## config.mk

```make
export PLATFORM = sky130hd
export DESIGN_NAME = fmul_share_ctrl
export DESIGN_NICKNAME = d
export VERILOG_FILES = /design/src/rtl/fmul_share_pkg.sv /design/src/rtl/fmul_rr_arb.sv /design/src/rtl/fmul_share_ctrl.sv
export SDC_FILE = /design/constraint.sdc
export NUM_CORES = 1
export LEC_CHECK = 0
export BUFFER_PORTS_ARGS = -buffer_cell sky130_fd_sc_hd__buf_4
export CORE_AREA = 5 5 161 163
export DETAILED_ROUTE_END_ITERATION = 12
export DIE_AREA = 0 0 166 168
export SYNTH_ARGS = -nofsm -noshare
export SYNTH_HDL_FRONTEND = slang
export SYNTH_SLANG_ARGS = --single-unit
```

## constraint.sdc

```tcl
create_clock -name aclk -period 3.1 [get_ports aclk]
set_clock_uncertainty 0.1 [all_clocks]
set_input_delay 0.155 -clock aclk [delete_from_list [all_inputs] [get_ports aclk]]
set_output_delay 0.155 -clock aclk [all_outputs]
set_load 0.01 [all_outputs]
```

## src/rtl/fmul_share_pkg.sv

```systemverilog
// Shared types and constants for the shared single-precision multiplier controller.
// Holds IEEE single field layout, rounding-mode encodings and the operand payload struct.
package fmul_share_pkg;

  localparam int unsigned NREQ_DEF  = 4;
  localparam int unsigned TAG_W_DEF = $clog2(NREQ_DEF);

  localparam int unsigned FP_W     = 32;
  localparam int unsigned EXP_W    = 8;
  localparam int unsigned MAN_W    = 23;
  localparam int unsigned SIGN_POS = 31;
  localparam int unsigned EXP_LSB  = 23;
  localparam int unsigned MAN_LSB  = 0;
  localparam int unsigned RM_W     = 3;

  typedef enum logic [RM_W-1:0] {
    RM_RNE = 3'd0,
    RM_RTZ = 3'd1,
    RM_RDN = 3'd2,
    RM_RUP = 3'd3,
    RM_RMM = 3'd4
  } rm_e;

  typedef struct packed {
    logic             sign;
    logic [EXP_W-1:0] exp;
    logic [MAN_W-1:0] man;
  } fp32_t;

  // Split a raw 32-bit word into sign/exponent/mantissa fields.
  function automatic fp32_t unpack_fp(input logic [FP_W-1:0] w);
    fp32_t f;
    f.sign = w[SIGN_POS];
    f.exp  = w[EXP_LSB +: EXP_W];
    f.man  = w[MAN_LSB +: MAN_W];
    return f;
  endfunction

endpackage

```

## src/rtl/fmul_rr_arb.sv

```systemverilog
// Round-robin arbiter: grants the lowest requester at or after the pointer, wrapping.
// The pointer advances past the winner only when a grant is made while enabled.
module fmul_rr_arb
  import fmul_share_pkg::*;
#(
  parameter int unsigned NREQ  = NREQ_DEF,
  parameter int unsigned TAG_W = $clog2(NREQ)
) (
  input  logic             clk,
  input  logic             rst_n,
  input  logic             en,
  input  logic [NREQ-1:0]  req,
  output logic [NREQ-1:0]  gnt,
  output logic [TAG_W-1:0] gnt_idx,
  output logic             gnt_any
);

  logic [TAG_W-1:0] ptr;
  logic [TAG_W-1:0] ptr_nxt;

  // Priority search starting at the pointer.
  always_comb begin
    int unsigned      j;
    logic [TAG_W-1:0] jj;
    gnt     = '0;
    gnt_idx = '0;
    gnt_any = 1'b0;
    j       = 0;
    jj      = '0;
    for (int unsigned i = 0; i < NREQ; i++) begin
      j = 32'(ptr) + i;
      if (j >= NREQ) j = j - NREQ;
      jj = TAG_W'(j);
      if (en && !gnt_any && req[jj]) begin
        gnt_any = 1'b1;
        gnt_idx = jj;
        gnt[jj] = 1'b1;
      end
    end
  end

  always_comb begin
    ptr_nxt = ptr;
    if (gnt_any) begin
      ptr_nxt = (gnt_idx == TAG_W'(NREQ - 1)) ? '0 : gnt_idx + TAG_W'(1);
    end
  end

  always_ff @(posedge clk or negedge rst_n) begin
    if (!rst_n) ptr <= '0;
    else        ptr <= ptr_nxt;
  end

endmodule

```

## src/rtl/fmul_share_ctrl.sv

```systemverilog
// Shares one pipelined single-precision multiplier among NREQ requesters, tracking
// requester tags in a shadow pipe that freezes together with the multiplier on back-pressure.
module fmul_share_ctrl
  import fmul_share_pkg::*;
#(
  parameter int unsigned NREQ     = NREQ_DEF,
  parameter int unsigned PIPE_LAT = 1,
  parameter int unsigned TAG_W    = $clog2(NREQ)
) (
  input  logic                           aclk,
  input  logic                           arst_n,
  input  logic [NREQ-1:0]                req_valid,
  output logic [NREQ-1:0]                req_ready,
  input  logic [NREQ*FP_W-1:0]           req_a,
  input  logic [NREQ*FP_W-1:0]           req_b,
  input  logic [NREQ*RM_W-1:0]           req_rm,
  output logic                           mul_a_sign,
  output logic [EXP_W-1:0]               mul_a_exp,
  output logic [MAN_W-1:0]               mul_a_man,
  output logic                           mul_b_sign,
  output logic [EXP_W-1:0]               mul_b_exp,
  output logic [MAN_W-1:0]               mul_b_man,
  output logic [RM_W-1:0]                mul_rm,
  output logic                           mul_astall,
  input  logic [FP_W-1:0]                mul_x,
  output logic                           res_valid,
  input  logic                           res_ready,
  output logic [FP_W-1:0]                res_data,
  output logic [TAG_W-1:0]               res_tag,
  output logic                           busy,
  output logic [$clog2(PIPE_LAT+1):0]    inflight
);

  localparam int unsigned INF_W = $clog2(PIPE_LAT + 1) + 1;

  logic             stall;
  logic [NREQ-1:0]  gnt;
  logic [TAG_W-1:0] gnt_idx;
  logic             gnt_any;
  fp32_t            op_a;
  fp32_t            op_b;
  logic [RM_W-1:0]  op_rm;

  logic [PIPE_LAT-1:0] sh_valid;
  logic [TAG_W-1:0]    sh_tag [PIPE_LAT];
  logic [INF_W-1:0]    cnt;

  // A bubble at the output can never stall, so only a held result freezes the pipe.
  assign stall      = res_valid & ~res_ready;
  assign mul_astall = stall;

  fmul_rr_arb #(
    .NREQ  (NREQ),
    .TAG_W (TAG_W)
  ) u_arb (
    .clk     (aclk),
    .rst_n   (arst_n),
    .en      (!stall),
    .req     (req_valid),
    .gnt     (gnt),
    .gnt_idx (gnt_idx),
    .gnt_any (gnt_any)
  );

  assign req_ready = gnt;

  // Steer the winner's operands; zero when nothing is granted.
  always_comb begin
    op_a  = '0;
    op_b  = '0;
    op_rm = '0;
    if (gnt_any) begin
      op_a  = unpack_fp(req_a[FP_W*32'(gnt_idx) +: FP_W]);
      op_b  = unpack_fp(req_b[FP_W*32'(gnt_idx) +: FP_W]);
      op_rm = req_rm[RM_W*32'(gnt_idx) +: RM_W];
    end
  end

  assign mul_a_sign = op_a.sign;
  assign mul_a_exp  = op_a.exp;
  assign mul_a_man  = op_a.man;
  assign mul_b_sign = op_b.sign;
  assign mul_b_exp  = op_b.exp;
  assign mul_b_man  = op_b.man;
  assign mul_rm     = op_rm;

  // Shadow {valid, tag} pipe, advanced in lockstep with the multiplier stages.
  always_ff @(posedge aclk or negedge arst_n) begin
    if (!arst_n) begin
      sh_valid <= '0;
      for (int unsigned k = 0; k < PIPE_LAT; k++) sh_tag[k] <= '0;
    end else if (!stall) begin
      sh_valid[0] <= gnt_any;
      sh_tag[0]   <= gnt_idx;
      for (int unsigned k = 1; k < PIPE_LAT; k++) begin
        sh_valid[k] <= sh_valid[k-1];
        sh_tag[k]   <= sh_tag[k-1];
      end
    end
  end

  assign res_valid = sh_valid[PIPE_LAT-1];
  assign res_tag   = sh_tag[PIPE_LAT-1];
  assign res_data  = mul_x;

  always_comb begin
    cnt = '0;
    for (int unsigned k = 0; k < PIPE_LAT; k++) cnt = cnt + INF_W'(sh_valid[k]);
  end

  assign inflight = cnt;
  assign busy     = (cnt != '0);

endmodule

```

== After elaboration in Yosys (flattened, before gate mapping) ==
Index checks and enable logic that the tools add are counted.

* Order comparisons: 12
* Multiply operators: 1
* Equal/unequal tests: 1
* Bitwise operators: 5
* Shift-type cells: 3
* Reductions and logical operators: 15
* Multiplexer cells: 36
* Add/sub/neg operators: 8

{| class="wikitable"
|+ Operator list
! operator !! number
|-
| 128-bit by 8-bit indexed part select with 32-bit output || 2
|-
| 32-bit two-way mux || 2
|-
| 2-bit two-way mux || 9
|-
| 4-bit two-way mux || 4
|-
| 2-bit by 3-bit < comparator with 1-bit output, second input constant || 4
|-
| 1-bit two-way mux || 12
|-
| 4-bit bitwise OR || 3
|-
| 12-bit by 5-bit indexed part select with 3-bit output || 1
|-
| 1-bit logical AND || 11
|-
| 3-bit >= comparator, second input constant || 3
|-
| 1-bit binary-select mux with 2-bit select || 4
|-
| 1-bit demux with 2-bit select || 4
|-
| 2-bit by 1-bit >= comparator with 1-bit output, second input constant || 4
|-
| 2-bit by 1-bit subtractor with 2-bit output, second input constant || 4
|-
| 2-bit by 2-bit adder with 3-bit output, second input constant || 2
|-
| 1-bit logical NOT || 4
|-
| 2-bit by 2-bit multiplier with 4-bit output, first input constant || 1
|-
| 2-bit by 1-bit adder with 3-bit output, second input constant || 1
|-
| 2-bit by 3-bit >= comparator with 1-bit output, second input constant || 1
|-
| 3-bit two-way mux || 1
|-
| 2-bit by 1-bit adder with 2-bit output, second input constant || 1
|-
| 2-bit equality test, second input constant || 1
|-
| 1-bit AND || 1
|-
| 1-bit inverter || 1
|}

* Word-level logic and storage cells: 84
* Output and inout bits: 110
* Register bits after elaboration: 5
* Input bits: 307

== Longest topological paths before layout ==
Gate-level depths: netlist of run 1.

* Depth in word-level cells: 21
* Gate-level depth with buffers: 12
* Depth with buffers taken out: 8

== By module ==
Synthesis of run 1 repeated with hierarchy kept, for this count alone.

* Cell total of the unflattened synthesis: 341
* Area total of the unflattened synthesis: 2,975.4 um2

{| class="wikitable"
|+ Modules (own cells, without submodules)
! module !! area each (um2) !! times used !! cells each
|-
| fmul_share_ctrl || 2,394.8 || 1 || 276
|-
| fmul_rr_arb || 580.6 || 1 || 65
|}

== Worst setup path before layout of run 1 ==
Ideal clock, no wire load.

* Path type: flip-flop to output port
* From: reg u_arb.ptr[0]
* To: out mul_a_exp[0]
* Stages on the path, launching flop included: 13
* Data arrival time: 2.838 ns
* Setup slack: 0.007 ns
* Cells stage by stage: dfrtp_1 -> buf_6 -> inv_1 -> ha_1 -> mux4_2 -> or4b_4 -> nor3_4 -> nor3_2 -> or2_1 -> buf_6 -> buf_6 -> buf_6 -> o22ai_2

* Cells in the longest elaborated chain, start to end: 20
* Elaborated cells on any way between the ends: 43
* Those cells by class: add/sub (7); order compare (4); shift (1); mux (21); reduce/logical (10)

{| class="wikitable"
|+ Ends and longest elaborated chain
! item !! line !! source
|-
| from (decl) || fmul_rr_arb.sv:18 || <nowiki>logic [TAG_W-1:0] ptr;</nowiki>
|-
| from (signal assigned) || fmul_rr_arb.sv:51 || <nowiki>else ptr <= ptr_nxt;</nowiki>
|-
| 2-bit by 3-bit >= comparator with 1-bit output or 2-bit by 1-bit subtractor with 2-bit output (tied branches) || fmul_rr_arb.sv:32 || <nowiki>if (j >= NREQ) j = j - NREQ;</nowiki>
|-
| 2-bit two-way mux || fmul_rr_arb.sv:32 ||
|-
| 1-bit binary-select mux with 2-bit select || fmul_rr_arb.sv:34 || <nowiki>if (en && !gnt_any && req[jj]) begin</nowiki>
|-
| 1-bit two-way mux (not written as such) || fmul_rr_arb.sv:34 ||
|-
| 1-bit logical AND || fmul_rr_arb.sv:34 ||
|-
| 1-bit two-way mux || fmul_rr_arb.sv:34 ||
|-
| 1-bit logical NOT || fmul_rr_arb.sv:34 ||
|-
| 1-bit logical AND (2 in series) || fmul_rr_arb.sv:34 ||
|-
| 1-bit two-way mux || fmul_rr_arb.sv:34 ||
|-
| 1-bit logical NOT || fmul_rr_arb.sv:34 ||
|-
| 1-bit logical AND (2 in series) || fmul_rr_arb.sv:34 ||
|-
| 1-bit two-way mux || fmul_rr_arb.sv:34 ||
|-
| 1-bit logical NOT || fmul_rr_arb.sv:34 ||
|-
| 1-bit logical AND (2 in series) || fmul_rr_arb.sv:34 ||
|-
| 2-bit two-way mux || fmul_rr_arb.sv:34 ||
|-
| 128-bit by 8-bit indexed part select with 32-bit output || fmul_share_ctrl.sv:73 || <nowiki>op_a = unpack_fp(req_a[FP_W*32'(gnt_idx) +: FP_W]);</nowiki>
|-
| 32-bit two-way mux * || fmul_share_ctrl.sv:72 || <nowiki>if (gnt_any) begin</nowiki>
|-
| to (decl) || fmul_share_ctrl.sv:18 || <nowiki>output logic [EXP_W-1:0] mul_a_exp,</nowiki>
|}

Every way passes the cells marked *; elsewhere a longest branch is shown, timed or not. The select of a mux whose other input is x is not followed.

== Worst setup path in the final report of run 1 ==
* From: reg u_arb.ptr[0]
* To: out mul_a_man[15]

* Cells in the longest elaborated chain, start to end: 20
* Elaborated cells on any way between the ends: 43
* Those cells by class: add/sub (7); order compare (4); shift (1); mux (21); reduce/logical (10)

{| class="wikitable"
|+ Ends and longest elaborated chain
! item !! line !! source
|-
| 2-bit by 3-bit >= comparator with 1-bit output or 2-bit by 1-bit subtractor with 2-bit output (tied branches) || fmul_rr_arb.sv:32 ||
|-
| 2-bit two-way mux || fmul_rr_arb.sv:32 ||
|-
| 1-bit binary-select mux with 2-bit select || fmul_rr_arb.sv:34 ||
|-
| 1-bit two-way mux (not written as such) || fmul_rr_arb.sv:34 ||
|-
| 1-bit logical AND || fmul_rr_arb.sv:34 ||
|-
| 1-bit two-way mux || fmul_rr_arb.sv:34 ||
|-
| 1-bit logical NOT || fmul_rr_arb.sv:34 ||
|-
| 1-bit logical AND (2 in series) || fmul_rr_arb.sv:34 ||
|-
| 1-bit two-way mux || fmul_rr_arb.sv:34 ||
|-
| 1-bit logical NOT || fmul_rr_arb.sv:34 ||
|-
| 1-bit logical AND (2 in series) || fmul_rr_arb.sv:34 ||
|-
| 1-bit two-way mux || fmul_rr_arb.sv:34 ||
|-
| 1-bit logical NOT || fmul_rr_arb.sv:34 ||
|-
| 1-bit logical AND (2 in series) || fmul_rr_arb.sv:34 ||
|-
| 2-bit two-way mux || fmul_rr_arb.sv:34 ||
|-
| 128-bit by 8-bit indexed part select with 32-bit output || fmul_share_ctrl.sv:73 ||
|-
| 32-bit two-way mux * || fmul_share_ctrl.sv:72 ||
|-
| to (decl) || fmul_share_ctrl.sv:19 || <nowiki>output logic [MAN_W-1:0] mul_a_man,</nowiki>
|}

Marks and branches as above.

==> qor.yml, run 1 <==
outcome: "finished, violations left"
violations: "setup timing"
detail_route.vias_per_cell: 4.236
num_vias: 4253
power.leakage_nw: 3.125
nNetsFinal: 992
dp_cells: 982
dr.pass1.iters: 4
setup.worst_path.start_class: "flop"
postSynthNetCount: 650
critPathTopFamily: "simple AND/OR/NAND/NOR gates"
irDropWorstVdd_v: 0.001009
critical_path.n_buffers_inverters: 3
cellPowerDensity_mw_per_mm2: 1274
h-tree-depth: 1
final_critical_path_setup_slack_ps: -34.39
finalWeightedCongestion: 0.8859
synthDominantCellAreaShare_pct: 47.22
syn_area_mm2: 0.002904
path_clk_slew_ps: 30
arrival_time_at_the_worst_endpoint_ps: 2880
top_layer_used: "met4"
fp.dieArea_mm2: 0.02789
cts_tree: "done"
post_detailed_placement_half_perimeter_wirelength_mm: 13.91
critical-path-slowest-cell: "sky130_fd_sc_hd__or4b_4"
synth.ff_latch_count: 5
grt_max_degree: 36
drt_first_iter_violations: 138
grt.total_usage_pct: 10.39
hold_viol: 0
worstSetupPathType: "flop to output port"
synth-warning-count: 0
die_height_um: 168
number_of_flops_mapped_to_enable_cells_by_yosys: 0
final_layout_size_suffix_gt1_share_pct: 71.32
cts.path.max_buffers: 2
num-fill-cells: 2534
clk-insertion-delay-late_ps: 230
first_pass_grt_wire_length_mm: 23.94
overflow: 0
yosys_most_used_dff: "sky130_fd_sc_hd__dfrtp_1"
design.portCount: 417
post_synth_num_cell_types: 38
synth_top_cells_by_area: "sky130_fd_sc_hd__mux2i_1 (47%), sky130_fd_sc_hd__o22ai_1 (12%), sky130_fd_sc_hd__buf_4 (11%), sky130_fd_sc_hd__dfrtp_1 (4.3%), sky130_fd_sc_hd__o22ai_2 (3.9%)"
layout-area-overhead-vs-synth_pct: 132.0
worstPathMaxFanout: 35
netlist.top_cell.by_area: "sky130_fd_sc_hd__mux2i_1"
finalSetupViolations: 16
period_needed_ps: 3134
critPathMostFrequentCell: "sky130_fd_sc_hd__buf_6"
syn-mean-instance-area_um2: 8.566
clock_sink_count: 5
rows: 57
pre_cts_ws_ps: -43.24
fin_cells: 1004
synth-async-reset-ratio_pct: 100.0
dieWidth_um: 166
final_common_cell: "sky130_fd_sc_hd__buf_4"
dr_wl_met2_mm: 9.392
layout_common_cells: "sky130_fd_sc_hd__buf_4 (371), sky130_fd_sc_hd__mux2i_1 (127), sky130_fd_sc_hd__o22ai_2 (39), sky130_fd_sc_hd__buf_6 (18), sky130_fd_sc_hd__o22ai_1 (16)"
antenna_found_initial: 0
worst_path_largest_cell_delay_ps: 540
final.setup.tns_ps: -183.6
final.hold.worst_slack_ps: 184.0
design_power_total_mw: 8.581
cts_made_buffers: 3
finalWirelength_mm: 17.93
post_synth_inst_count: 339
route.layer.met1.wl_mm: 6.352
fmax_mhz: 319.0
path_cells: "buf_6, mux4_2, or4b_4, nor3_4, nor3_2, or2_4, buf_12, o22ai_4, buf_6"
worstHoldPathType: "input pin to async pin"
port_buffers: 351
final_max_slew_viol_count: 0
n_antenna_cell: 0
final_antenna_net_count: 0
initial_core_util_pct: 12.01
period_share_pct: 101.1
routed_length_per_instance_um: 17.86
max_cap_violations: 0
route.met3.wl_mm: 1.539
timing.critical_path.required_ps: 2840
cp-end-kind: "output port"
grt_pass1_vias: 4426
cts_root_buffer: "sky130_fd_sc_hd__clkbuf_16"
drc_violations: 0
synth-seq-area-share_pct: 4.308
setup_repair_after_global_routing_missed_its_margin: "true"
fp.coreArea_mm2: 0.02418
power breakdown:
group | switching [mW] | internal [mW] | total (mW)
sequential | 0.0206 | 0.0980 | 0.119
clock | 0.0408 | 0.170 | 0.211
combinational | 3.88 | 4.37 | 8.25
metal layers:
| metal | GRT usage (%) | vias to the layer above |
|---|---|---|
| met1 | 10.83 | 1959 |
| li1 | - | 1972 |
| met5 | 0 | - |
| met4 | 2.834 | 0 |
| met2 | 19.74 | 287 |
| met3 | 3.634 | 35 |
timing repair:
item / in CTS / in global routing
gates cloned: 1 / 6
hold buffers: 1 / 0
setup buffers: 7 / 3
resized for setup: 35 / 64
endpoints found under the setup margin: 67 / 68
endpoints found under the hold margin: 5 / 0
pin swaps: 3 / 16
worst paths after layout:
kind,startpoint,endpoint,slack (ps),depth (start not counted)
max,u_arb.ptr[0],mul_a_man[15],-30,9
min,arst_n,res_tag[1],180,2
max reg2reg,u_arb.ptr[0],u_arb.ptr[0],400,8
min reg2reg,res_tag[0],res_tag[0],390,2
max in group asynchronous,arst_n,u_arb.ptr[1],2600,2
min in group aclk,mul_x[17],res_data[17],210,0
kinds of logic (layout without fill, tap and decap cells):
| logic type | after synthesis | after routing | synth area share (%) |
|---|---|---|---|
| simple gates | 34 | 34 | 6.592 |
| mux | 142 | 142 | 50.32 |
| buf+inv | 71 | 412 | 16.37 |
| flops | 5 | 5 | 4.308 |
| compound gates | 82 | 82 | 20.55 |
| fa+ha+maj | 4 | 4 | 1.723 |
| other cells | 1 | 1 | 0.1291 |
per-stage QoR:
stage | util (%) | instance area, µm²
final | 27.86 | 6736
after global routing | 27.86 | 6736
after CTS | 25.83 | 6245
after detailed placement | 24.24 | 5861
after global placement | 24.24 | 5861
after floorplan | - | 2904
cells in the mapped netlist (2+ instances only):
| cell type | count |
|---|---|
| sky130_fd_sc_hd__o21a_1 | 2 |
| sky130_fd_sc_hd__nand2_1 | 12 |
| sky130_fd_sc_hd__nand2b_1 | 2 |
| sky130_fd_sc_hd__mux4_2 | 3 |
| sky130_fd_sc_hd__a222oi_1 | 4 |
| sky130_fd_sc_hd__mux2_2 | 2 |
| sky130_fd_sc_hd__dfrtp_1 | 5 |
| sky130_fd_sc_hd__nor4b_1 | 2 |
| sky130_fd_sc_hd__nor2_1 | 4 |
| sky130_fd_sc_hd__nor3_1 | 3 |
| sky130_fd_sc_hd__inv_1 | 3 |
| sky130_fd_sc_hd__nand3_1 | 3 |
| sky130_fd_sc_hd__o22ai_1 | 58 |
| sky130_fd_sc_hd__buf_6 | 4 |
| sky130_fd_sc_hd__mux2i_1 | 137 |
| sky130_fd_sc_hd__ha_1 | 4 |
| sky130_fd_sc_hd__o22ai_2 | 9 |
| sky130_fd_sc_hd__clkbuf_1 | 5 |
| sky130_fd_sc_hd__buf_2 | 17 |
| sky130_fd_sc_hd__buf_4 | 42 |
layout make-up:
type / instances / area (µm²) / area share, %
well taps: 324 / 405.4 / 6.018
flip-flops and latches: 5 / 125.1 / 1.857
repair buffers: 405 / 3356 / 49.81
inverters: 3 / 11.26 / 0.1672
clock buffers: 4 / 78.83 / 1.170
multi-input cells: 263 / 2760 / 40.97
flip-flops by register name, summed over array words and instances (netlist names):
register and flops:
res_tag 2, res_valid 1, u_arb.ptr 2
No activity file was read; power rests on OpenSTA's default activity.
==> inputs of run 2 (changes only) <==
==> constraint.sdc (replaced) <==
create_clock -name aclk -period 3.1 [get_ports aclk]
set_clock_uncertainty 0.1 [all_clocks]
set_input_delay 0.465 -clock aclk [delete_from_list [all_inputs] [get_ports aclk]]
set_output_delay 0.465 -clock aclk [all_outputs]
set_load 0.01 [all_outputs]
==> run 2 against run 1 <==
Against the previous run:
- the flow still finishes with violations (setup timing)
- core utilization up 2.5 points
- worst hold slack better by 230 ps
- non-clock buffer count up 34
- combinational power up 12%
- cell area up 9.0%
- fmax down 9.2%
- final cell count up 3.4%
==> qor.yml, run 2 (same netlist as run 1, synthesis figures left out) <==
outcome: "finished, violations left"
violations: "setup timing"
final_max_slew_viol_count: 0
grt_pass1_vias: 4438
final_common_cell: "sky130_fd_sc_hd__buf_4"
nNetsFinal: 1026
power.leakage_nw: 3.338
antenna_found_initial: 0
final_layout_size_suffix_gt1_share_pct: 77.73
worstSetupPathType: "flop to output port"
top_layer_used: "met4"
dr_wl_met2_mm: 9.366
route.layer.met1.wl_mm: 7.062
min_delay_path_depth: 2
period_share_pct: 111.3
num_vias: 4298
detail_route.vias_per_cell: 4.141
dr.pass1.iters: 6
p_clk_share_pct: 2.2
crit-reg2reg-capture: "u_arb.ptr[0]"
cts_made_buffers: 3
hold_path_end: "res_tag[0]"
power.internal_mw: 5.281
timing.critical_path.required_ps: 2530
finalSetupViolations: 71
setup.worst_path.start_class: "flop"
final_antenna_net_count: 0
net-switching-power_mw: 4.329
share_seq_of_total_power_pct: 1.3
route.met3.wl_mm: 1.375
drt_first_iter_violations: 124
switching_fraction_of_total_power_pct: 45.05
final.setup.tns_ps: -20540
finalWeightedCongestion: 0.8647
cellPowerDensity_mw_per_mm2: 1309
initial_core_util_pct: 12.01
worstPathMaxFanout: 21
path_clk_slew_ps: 30
hold_viol: 0
fp.coreArea_mm2: 0.02418
grt.total_usage_pct: 10.80
design.portCount: 417
h-tree-depth: 1
final_core_util_pct: 30.36
worstRegToRegCells: 10
finalWirelength_mm: 18.28
setup_repair_after_global_routing_missed_its_margin: "true"
dieWidth_um: 166
layout-area-overhead-vs-synth_pct: 152.7
rows: 57
cts_tree: "done"
first_pass_grt_wire_length_mm: 24.67
port_buffers: 351
fp.dieArea_mm2: 0.02789
cts.path.max_buffers: 2
clk-insertion-delay-late_ps: 230
fmax_mhz: 289.8
clock_sink_count: 5
max_cap_violations: 0
die_height_um: 168
drc_violations: 0
cp-end-kind: "output port"
num-fill-cells: 2522
worstHoldPathType: "flop to flop"
pre_cts_ws_ps: -404.4
cts_root_buffer: "sky130_fd_sc_hd__clkbuf_16"
final_critical_path_setup_slack_ps: -350.6
slack_of_the_worst_reg_to_reg_path_ps: 310
arrival_time_at_the_worst_endpoint_ps: 2890
design_power_total_mw: 9.609
layout_common_cells: "sky130_fd_sc_hd__buf_4 (392), sky130_fd_sc_hd__mux2i_1 (102), sky130_fd_sc_hd__o22ai_2 (38), sky130_fd_sc_hd__buf_6 (28), sky130_fd_sc_hd__mux2i_2 (26)"
grt_max_degree: 33
critical_path.reg2reg.startpoint: "u_arb.ptr[0]"
post_detailed_placement_half_perimeter_wirelength_mm: 13.57
hp-start: "res_tag[0]"
irDropWorstVdd_v: 0.0006271
period_needed_ps: 3451
pwr-share-comb_pct: 96.4
n_antenna_cell: 0
routed_length_per_instance_um: 17.61
overflow: 0
[run 2: cell type report]
| type | instances | area, µm² | area share, % |
|---|---|---|---|
| multi-input combinational | 263 | 3042 | 41.44 |
| sequential | 5 | 126.4 | 1.722 |
| inverter | 3 | 16.27 | 0.2216 |
| tap | 324 | 405.4 | 5.523 |
| clock buffer | 4 | 78.83 | 1.074 |
| timing repair buffer | 439 | 3671 | 50.02 |
[run 2: metrics by stage]
step	cell area, µm²	hold WS, ps	std cells
after floorplan	3077	69.41	339
after global placement	6262	169.7	1011
after detailed placement	6262	172.5	1011
after CTS	6789	419.4	1028
after global routing	7340	428.2	1038
final	7340	409.2	1038
[run 2: worst max-delay path by stage]
| stage | startpoint | to | slack, ps | cells past startpoint |
|---|---|---|---|---|
| global placement | u_arb.ptr[0] | mul_b_exp[4] | -360 | 10 |
| floorplan | u_arb.ptr[0] | mul_a_exp[0] | -220 | 12 |
| detailed placement | u_arb.ptr[0] | mul_b_exp[4] | -400 | 10 |
| global route | u_arb.ptr[0] | mul_b_man[7] | -470 | 11 |
| finish | u_arb.ptr[0] | mul_b_man[7] | -350 | 11 |
| CTS | u_arb.ptr[0] | mul_b_exp[4] | -330 | 11 |
[run 2: routing by layer]
| layer | global-route usage [%] | vias up |
|---|---|---|
| li1 | - | 2045 |
| met1 | 12.84 | 1975 |
| met2 | 19.48 | 244 |
| met3 | 2.603 | 34 |
| met4 | 2.869 | 0 |
| met5 | 0 | - |
[run 2: what timing repair did]
action	CTS	global route
endpoints found under the setup margin	71	71
pin swaps	13	24
gates cloned	2	6
setup buffers	10	4
hold endpoints to repair	5	0
hold buffers	1	0
gates resized for setup	60	75
[run 2: worst max-delay path: stages (launching register included)]
cell and delay (ps):
sky130_fd_sc_hd__dfrtp_2 440, sky130_fd_sc_hd__buf_4 160, sky130_fd_sc_hd__buf_4 130, sky130_fd_sc_hd__mux2_2 270, sky130_fd_sc_hd__and3_1 220, sky130_fd_sc_hd__nor4b_4 270
sky130_fd_sc_hd__a22o_4 200, sky130_fd_sc_hd__buf_12 130, sky130_fd_sc_hd__buf_16 200, sky130_fd_sc_hd__mux2i_1 350, sky130_fd_sc_hd__o22ai_4 130, sky130_fd_sc_hd__buf_6 140
[run 2: power by group through the flow]
stage	registers [mW]	logic, mW	clock network, mW
floorplan	0.132	4.13	0
global placement	0.134	7.17	0
detailed placement	0.136	7.22	0
CTS	0.133	8.15	0.218
global route	0.132	9.77	0.221
finish	0.128	9.27	0.214
